## config.mk

```make
export PLATFORM = sky130hd
export DESIGN_NAME = a2d_intf
export DESIGN_NICKNAME = d
export VERILOG_FILES = /design/src/rtl/a2d_pkg.sv /design/src/rtl/a2d_intf_spi_mstr16.sv /design/src/rtl/a2d_intf.sv
export SDC_FILE = /design/constraint.sdc
export NUM_CORES = 1
export LEC_CHECK = 0
export CAP_MARGIN = 30
export CORE_ASPECT_RATIO = 0.9
export CORE_MARGIN = 2
export CORE_UTILIZATION = 50
export DETAILED_ROUTE_END_ITERATION = 6
export MAX_ROUTING_LAYER = met4
export PLACE_DENSITY_LB_ADDON = 0.1
export SYNTH_ARGS = -nofsm -noshare
export SYNTH_HDL_FRONTEND = slang
export SYNTH_SLANG_ARGS = --single-unit
export TNS_END_PERCENT = 1
```

## constraint.sdc

```tcl
create_clock -name clk -period 2.7 [get_ports clk]
set_input_delay 0.675 -clock clk [delete_from_list [all_inputs] [get_ports clk]]
set_output_delay 0.675 -clock clk [all_outputs]
set_load 0.01 [all_outputs]
```

## src/rtl/a2d_pkg.sv

```systemverilog
// Shared definitions for the A2D interface: FSM states, SPI timing constants
// and the ADC command format.
package a2d_pkg;

    typedef enum logic [2:0] {IDLE, TXN1, GAP, TXN2, DONE} state_t;

    localparam int SCLK_DIV  = 32;
    localparam int PORCH     = 8;
    localparam int GAP_CLKS  = 32;
    localparam int XFER_BITS = 16;

    localparam int DIV_W = $clog2(SCLK_DIV);
    localparam int CNT_W = $clog2(XFER_BITS) + 1;
    localparam int GAP_W = $clog2(GAP_CLKS);

    // Command word is {2'b00, channel, 11'h000}
    localparam logic [XFER_BITS-1:0] CMD_FMT  = 16'h0000;
    localparam int                   CHNL_LSB = 11;

    function automatic logic [XFER_BITS-1:0] build_cmd(input logic [2:0] chnnl);
        build_cmd = CMD_FMT | ({13'd0, chnnl} << CHNL_LSB);
    endfunction

endpackage

```

## src/rtl/a2d_intf_spi_mstr16.sv

```systemverilog
// 16-bit SPI master (SCLK idles high): 8-clk porches, clk/32 SCLK, MOSI shifted
// one clk after each SCLK fall, MISO sampled two clk after each SCLK rise.
module spi_mstr16
    import a2d_pkg::*;
(
    input  logic                 clk,
    input  logic                 rst,
    input  logic                 wrt,
    input  logic [XFER_BITS-1:0] cmd,
    input  logic                 MISO,
    output logic                 done,
    output logic [XFER_BITS-1:0] rd_data,
    output logic                 SS_n,
    output logic                 SCLK,
    output logic                 MOSI
);

    // Divider starts PORCH counts before wrap so the first SCLK fall lands
    // after the front porch; the last high phase plus PORCH forms the back porch.
    localparam logic [DIV_W-1:0] DIV_START = DIV_W'(SCLK_DIV - PORCH);
    localparam logic [DIV_W-1:0] DIV_RISE  = DIV_W'(SCLK_DIV / 2 - 1);
    localparam logic [DIV_W-1:0] DIV_SMPL  = DIV_W'(SCLK_DIV / 2 + 1);
    localparam logic [DIV_W-1:0] DIV_END   = DIV_W'(PORCH - 1);
    localparam logic [CNT_W-1:0] LAST_BIT  = CNT_W'(XFER_BITS);

    logic                 active;
    logic [DIV_W-1:0]     div;
    logic [CNT_W-1:0]     bit_cnt;
    logic [XFER_BITS-1:0] tx_shft;
    logic [XFER_BITS-1:0] rx_shft;
    logic                 all_bits;

    assign all_bits = (bit_cnt == LAST_BIT);
    assign done     = active && all_bits && (div == DIV_END);
    assign SS_n     = ~active;
    assign SCLK     = ~active | all_bits | div[DIV_W-1];
    assign MOSI     = tx_shft[XFER_BITS-1];
    assign rd_data  = rx_shft;

    // NOTE: sequential state uses non-blocking assignments so every flop
    // samples pre-edge values, independent of statement order.
    always_ff @(posedge clk or posedge rst) begin
        if (rst) begin
            active  <= 1'b0;
            div     <= '0;
            bit_cnt <= '0;
            tx_shft <= '0;
            rx_shft <= '0;
        end else if (wrt) begin
            active  <= 1'b1;
            div     <= DIV_START;
            bit_cnt <= '0;
            tx_shft <= cmd;
        end else if (done) begin
            active  <= 1'b0;
            div     <= '0;
            bit_cnt <= '0;
        end else if (active) begin
            div <= div + 1'b1;
            if (!all_bits && div == DIV_RISE)
                bit_cnt <= bit_cnt + 1'b1;
            // MSB is already on MOSI before the first fall, so skip that shift
            if (div == '0 && bit_cnt != '0 && !all_bits)
                tx_shft <= {tx_shft[XFER_BITS-2:0], 1'b0};
            if (div == DIV_SMPL && bit_cnt != '0)
                rx_shft <= {rx_shft[XFER_BITS-2:0], MISO};
        end
    end

endmodule

```

## src/rtl/a2d_intf.sv

```systemverilog
// A2D converter interface: two SPI transactions per conversion, result of the
// second one presented on res. Define A2D_BUSY_ERR_EN to add the cnv_err output.
module a2d_intf
    import a2d_pkg::*;
(
    input  logic        clk,
    input  logic        rst,
    input  logic        strt_cnv,
    input  logic [2:0]  chnnl,
    output logic        cnv_cmplt,
    output logic [11:0] res,
    output logic        SS_n,
    output logic        SCLK,
    output logic        MOSI,
    input  logic        MISO
`ifdef A2D_BUSY_ERR_EN
    ,
    output logic        cnv_err
`endif
);

    localparam logic [GAP_W-1:0] GAP_LAST = GAP_W'(GAP_CLKS - 1);

    state_t               state, nxt_state;
    logic [GAP_W-1:0]     gap_cnt;
    logic [2:0]           chnnl_reg;
    logic                 accept;
    logic                 wrt;
    logic                 spi_done;
    logic [XFER_BITS-1:0] cmd;
    logic [XFER_BITS-1:0] rd_data;
    logic [3:0]           rd_unused;

    assign rd_unused = rd_data[15:12];
    assign cmd       = build_cmd(accept ? chnnl : chnnl_reg);
    assign cnv_cmplt = (state == DONE);

    spi_mstr16 u_spi (
        .clk     (clk),
        .rst     (rst),
        .wrt     (wrt),
        .cmd     (cmd),
        .MISO    (MISO),
        .done    (spi_done),
        .rd_data (rd_data),
        .SS_n    (SS_n),
        .SCLK    (SCLK),
        .MOSI    (MOSI)
    );

    always_ff @(posedge clk or posedge rst) begin
        if (rst)
            state <= IDLE;
        else
            state <= nxt_state;
    end

    // NOTE: every output of this block is given a default first, so no path
    // can leave one unassigned and infer a latch.
    always_comb begin
        nxt_state = state;
        accept    = 1'b0;
        wrt       = 1'b0;
        case (state)
            IDLE, DONE: if (strt_cnv) begin
                accept    = 1'b1;
                wrt       = 1'b1;
                nxt_state = TXN1;
            end
            TXN1: if (spi_done) nxt_state = GAP;
            GAP: if (gap_cnt == GAP_LAST) begin
                wrt       = 1'b1;
                nxt_state = TXN2;
            end
            TXN2: if (spi_done) nxt_state = DONE;
            default: nxt_state = IDLE;
        endcase
    end

    always_ff @(posedge clk or posedge rst) begin
        if (rst) begin
            gap_cnt   <= '0;
            chnnl_reg <= '0;
            res       <= '0;
        end else begin
            gap_cnt <= (state == GAP) ? gap_cnt + 1'b1 : '0;
            if (accept)
                chnnl_reg <= chnnl;
            if (state == TXN2 && spi_done)
                res <= rd_data[11:0];
        end
    end

`ifdef A2D_BUSY_ERR_EN
    always_ff @(posedge clk or posedge rst) begin
        if (rst)
            cnv_err <= 1'b0;
        else if (accept)
            cnv_err <= 1'b0;
        else if (strt_cnv && (state == TXN1 || state == GAP || state == TXN2))
            cnv_err <= 1'b1;
    end
`endif

endmodule

```

After elaboration in Yosys (flattened, before gate mapping). Index checks and enable logic that the tools add are counted.

Bits in registers: 62. Latch bits: 0. Bits in writable memories: 0. Bits in read-only memories: 0. Output and inout bits: 16. Word-level logic and storage cells: 76. Memories: 0.

Add/sub/neg operators: 3. $mul: 0. Divide/modulo/power cells: 0. Magnitude comparators: 0. Equal/unequal tests: 14. Shift operators: 0. Mux-type cells: 24. Bitwise gates (word level): 5. Reductions and logical operators: 21.

Operators with widths (count): two-way mux 16 bit (4); two-way mux 5 bit (8); adder 5 x 1 -> 5 bit, second input constant (3); equality test 5 bit, second input constant (3); two-way mux 3 bit (5); case mux 3 bit (4 select lines) (1); != test 2 bit, second input constant (4); AND reduction 4 bit (2); logical AND 1 bit (7); equality test 3 x 2 -> 1 bit, second input constant (2); nonzero test 2 bit (3); nonzero test 3 bit (2); equality test 5 x 3 -> 1 bit, second input constant (1); equality test 5 x 4 -> 1 bit, second input constant (1); logical NOT 5 bit (1); two-way mux 1 bit (5); nonzero test 5 bit (1); equality test 3 x 1 -> 1 bit, second input constant (1); equality test 3 bit, second input constant (1); logical NOT 3 bit (1); NOT 1 bit (3); AND reduction 3 bit (1); != test 2 x 1 -> 1 bit, second input constant (1); bitwise OR 1 bit (2); 4 further kinds (4).

Logic depth before layout (Yosys ltp).
Depth in word-level cells: 7. Depth in mapped cells: 9. Mapped depth without buffers: 7.

By module. A second synthesis with hierarchy kept.

Cells, all modules: 276. Area total of the unflattened synthesis: 3274.4 um^2.

Modules (own cells, without submodules): spi_mstr16 (instances 1, cells each 205, area an instance 2272.2 um^2, seq. area each 1076.0 um^2); a2d_intf (instances 1, cells each 71, area an instance 1002.2 um^2, seq. area each 575.6 um^2).

Worst setup path before layout. Ideal clock, no wire load.

Path kind: reg-to-reg. Start point: register gap_cnt[0]. End point: register u_spi.rx_shft[0] (netlist: u_spi.rd_data[0]). Data arrival time: 2.149 ns. Data required time: 2.575 ns. Path slack: 0.425 ns. Cell stages (with the launch flop): 10. Period minus slack after synthesis: 2.275 ns. Cells stage by stage: dfrtp_1 -> ha_1 -> and3_1 -> ha_1 -> and4bb_1 -> or2_0 -> buf_6 -> nor3_4 -> buf_6 -> mux2_4.

Longest elaborated chain between the ends: 5.

Ends and longest elaborated chain: start: declaration (line a2d_intf.sv:25) `logic [GAP_W-1:0] gap_cnt;`; start signal: assignment (line a2d_intf.sv:86) `gap_cnt <= (state == GAP) ? gap_cnt + 1'b1 : '0;`; equality test 5 bit (line a2d_intf.sv:71) `GAP: if (gap_cnt == GAP_LAST) begin`; two-way mux 1 bit (line a2d_intf.sv:71); case mux 1 bit (2 select lines) (line a2d_intf.sv:64) `case (state)`; NOT 1 bit (no source line); AND reduction 4 bit (no source line); end signal: assignment (line a2d_intf_spi_mstr16.sv:66) `rx_shft <= {rx_shft[XFER_BITS-2:0], MISO};`; end: declaration (line a2d_intf_spi_mstr16.sv:30) `logic [XFER_BITS-1:0] rx_shft;`.

No other way between the ends. A chain may end at the register's enable or synchronous reset.

Worst setup path in the final report.
Start point: register u_spi.bit_cnt[0]. End point: output port SCLK.

Longest elaborated chain between the ends: 3.

Ends and longest elaborated chain: start: declaration (line a2d_intf_spi_mstr16.sv:28) `logic [CNT_W-1:0] bit_cnt;`; start signal: assignment (line a2d_intf_spi_mstr16.sv:61) `bit_cnt <= bit_cnt + 1'b1;`; equality test 5 bit (line a2d_intf_spi_mstr16.sv:33) `assign all_bits = (bit_cnt == LAST_BIT);`; bitwise OR 1 bit (2 in a row) (line a2d_intf_spi_mstr16.sv:36) `assign SCLK = ~active | all_bits | div[DIV_W-1];`; end: declaration (line a2d_intf.sv:13) `output logic SCLK,`.

No other way between the ends.

==> flow_summary.json <==
{
  "status": "finished, final reports clean",
  "pwr_density_cell_nw_per_um2": 876,
  "synth.avg_cell_area_um2": 12.8,
  "cp.arrival_ns": 1.89,
  "antenna_cells": 0,
  "max_slew_margin_pct": 66.4,
  "tns_ns": 0,
  "p_clk_share_pct": 23.1,
  "initial_core_util_pct": 51.9,
  "ys_types": 36,
  "crit_path_end_kind": "primary output",
  "vias": 1445,
  "ys_seq_elements": 51,
  "utilization_pct": 61.9,
  "synthesis.area_um2": 2310,
  "internal_power_w": 0.00164,
  "via_per_inst": 5.27,
  "clock_sinks": 51,
  "nets": 226,
  "fmax_ghz": 0.391,
  "synth_edf_count": 0,
  "synthArstFlopShare_pct": 100,
  "max-cap-violations": 0,
  "fin_cells": 274,
  "grt_pass1_wl_um": 7220,
  "wl_met2_um": 1920,
  "drc": 0,
  "wl_met3_um": 143,
  "coreArea_um2": 4460,
  "die_y_um": 68.6,
  "htreeDepth": 2,
  "wl_per_cell_um": 14.6,
  "hold_viol_final": 0,
  "overflow": 0,
  "switchingPower_w": 0.000775,
  "skew_ns": 0.00575,
  "grt_util_all_layers_pct": 19.7,
  "cts_root_buffer": "clkbuf_8",
  "cp_max_fo": 4,
  "ys.flop_type": "dfrtp_1",
  "period_minus_slack_ns": 2.56,
  "tightest_slew_ns": 0.504,
  "fin_hold_ws_ns": 0.487,
  "p_total_w": 0.00242,
  "antenna_found_initial": 0,
  "power_switching_share_pct": 32.1,
  "synthCells": 181,
  "ant_nets": 0,
  "syn2layout_area_growth_pct": 19.2,
  "p_comb_share_pct": 29.1,
  "top_layer": "met4",
  "post-cts-setup-buffers": 0,
  "wl_um": 4000,
  "die_width_um": 75.7,
  "die_area_um2": 5190,
  "cts_buffers": 5,
  "layout-drive-gt1-share_pct": 18.9,
  "vdd_drop_max_uv": 531,
  "tritoncts": "yes",
  "rows": 23,
  "power_frac_seq_pct": 47.8,
  "place_congestion": 0.795,
  "clk_pin_slew_ns": 0.09,
  "period_share_pct": 94.8,
  "worstPathRequired_ns": 2.03,
  "hpwlAfterDp_um": 2910,
  "p_leak_nw": 1.36,
  "insertion_delay_ns": 0.31,
  "crit_type": "flip-flop to primary output",
  "io_pins": 23,
  "slew_viol_final": 0,
  "grt_pass1_vias": 1478,
  "synth_sequential_area_ratio_pct": 55.1,
  "grt_setup_unrepaired": "false",
  "wl_met1_um": 1890,
  "hold_path.class": "flip-flop to flip-flop",
  "yosysWarningCount": 0,
  "portBuffers": 22,
  "startpoint_type": "flip-flop",
  "grt_max_degree": 30,
  "dr.pass1.iters": 4,
  "cts_hold_buf": 0,
  "cts_buffer_depth": 2,
  "drtIter0Drc": 116,
  "syn-num-nets": 196,
  "dp.cells": 266,
  "r2r_slack_ns": 0.37,
  "nFillCells": 363,
  "finalSetupViolCount": 0,
  "post_cts_resize_count": 0
}
## critical path, cell delays in order (launching register included)
cell and delay, ns:
dfrtp_1 0.43, inv_1 0.08, ha_1 0.17, and4bb_1 0.24
nand2b_1 0.12, clkdlybuf4s50_1 0.54
## path summary, 6_finish.rpt
path	startpoint	end	cells after the start
setup / recovery	u_spi.bit_cnt[0]	SCLK	5
hold / removal	gap_cnt[0]	gap_cnt[0]	1
setup reg to reg	gap_cnt[0]	u_spi.rd_data[10]	8
hold reg to reg	gap_cnt[0]	gap_cnt[0]	1
max in group asynchronous	rst	u_spi.div[4]	3
min in group asynchronous	rst	res[0]	2
## Yosys cell counts (2+ instances only)
master / count / area (µm²)
xor2_1: 3 / 26.3
a21oi_1: 5 / 25.0
nor3b_1: 2 / 15.0
nand2_1: 8 / 30.0
dfrtp_1: 51 / 1280
ha_1: 8 / 100
mux2_2: 9 / 101
mux2i_1: 5 / 50.1
inv_1: 8 / 30.0
and2_1: 2 / 12.5
o21ai_0: 2 / 10.0
nand3_1: 4 / 20.0
nand4_1: 4 / 25.0
nand2b_1: 2 / 12.5
and4bb_1: 2 / 25.0
buf_2: 2 / 10.0
or3b_2: 2 / 17.5
mux2_4: 10 / 150
xnor2_1: 4 / 35.0
nor2_1: 21 / 78.8
and3_1: 2 / 12.5
buf_6: 3 / 33.8
mux2_1: 9 / 101
## metal layers
metal	track usage (%)	up-vias
met1	25.8	729
met3	5.23	8
li1	-	682
met5	-	-
met4	5.92	0
met2	30.3	26
## power groups by stage
stage	sequential [W]	combinational, W	clock (W)
final	0.00116	0.000702	0.000558
after global routing	0.00120	0.000802	0.000603
after CTS	0.00116	0.000710	0.000574
after detailed placement	0.00117	0.000703	0
after global placement	0.00116	0.000674	0
after floorplan	0.00110	0.000542	0
## cell families (layout without fill, tap and decap cells)
kind of cell,after synthesis,after routing,share of synthesized area (%)
AND/OR/NAND/NOR,58,58,14.4
buffers and inverters,13,44,3.19
AO/OA/AOI/OAI,11,11,2.92
adder cells (fa/ha/maj),8,8,4.32
XOR/XNOR,7,7,2.65
multiplexers,33,33,17.4
flip-flops,51,51,55.1
## per-stage QoR
| stage | setup WS (ns) | cell area [µm²] |
|---|---|---|
| 4_1_cts | 0.120 | 2760 |
| 3_5_place_dp | 0.237 | 2640 |
| 3_3_place_gp | 0.265 | 2640 |
| 6_report | 0.140 | 2760 |
| 5_1_grt | 0.0453 | 2760 |
| 2_1_floorplan | 0.425 | 2310 |
## cells in the final DEF (no fill, tap or decap), drive strengths merged, types with 4 or more instances in the layout
cell type / synthesis / layout
inv: 8 / 9
nand3: 4 / 4
nor2: 21 / 21
nand2: 8 / 8
dfrtp: 51 / 51
mux2: 28 / 28
a21oi: 5 / 5
clkdlybuf4s50: 0 / 22
xnor2: 4 / 4
nand4: 4 / 4
clkbuf: 0 / 6
mux2i: 5 / 5
ha: 8 / 8
buf: 5 / 6
## layout make-up
type	count	area, µm²	area share, %
clock buffers	6	82.6	2.99
repair buffers	28	290	10.5
multi-input cells	117	965	35.0
well taps	62	77.6	2.81
clock inverters	2	38.8	1.41
flip-flops and latches	51	1280	46.2
inverters	8	30.0	1.09
No activity file was read; power rests on OpenSTA's default activity.
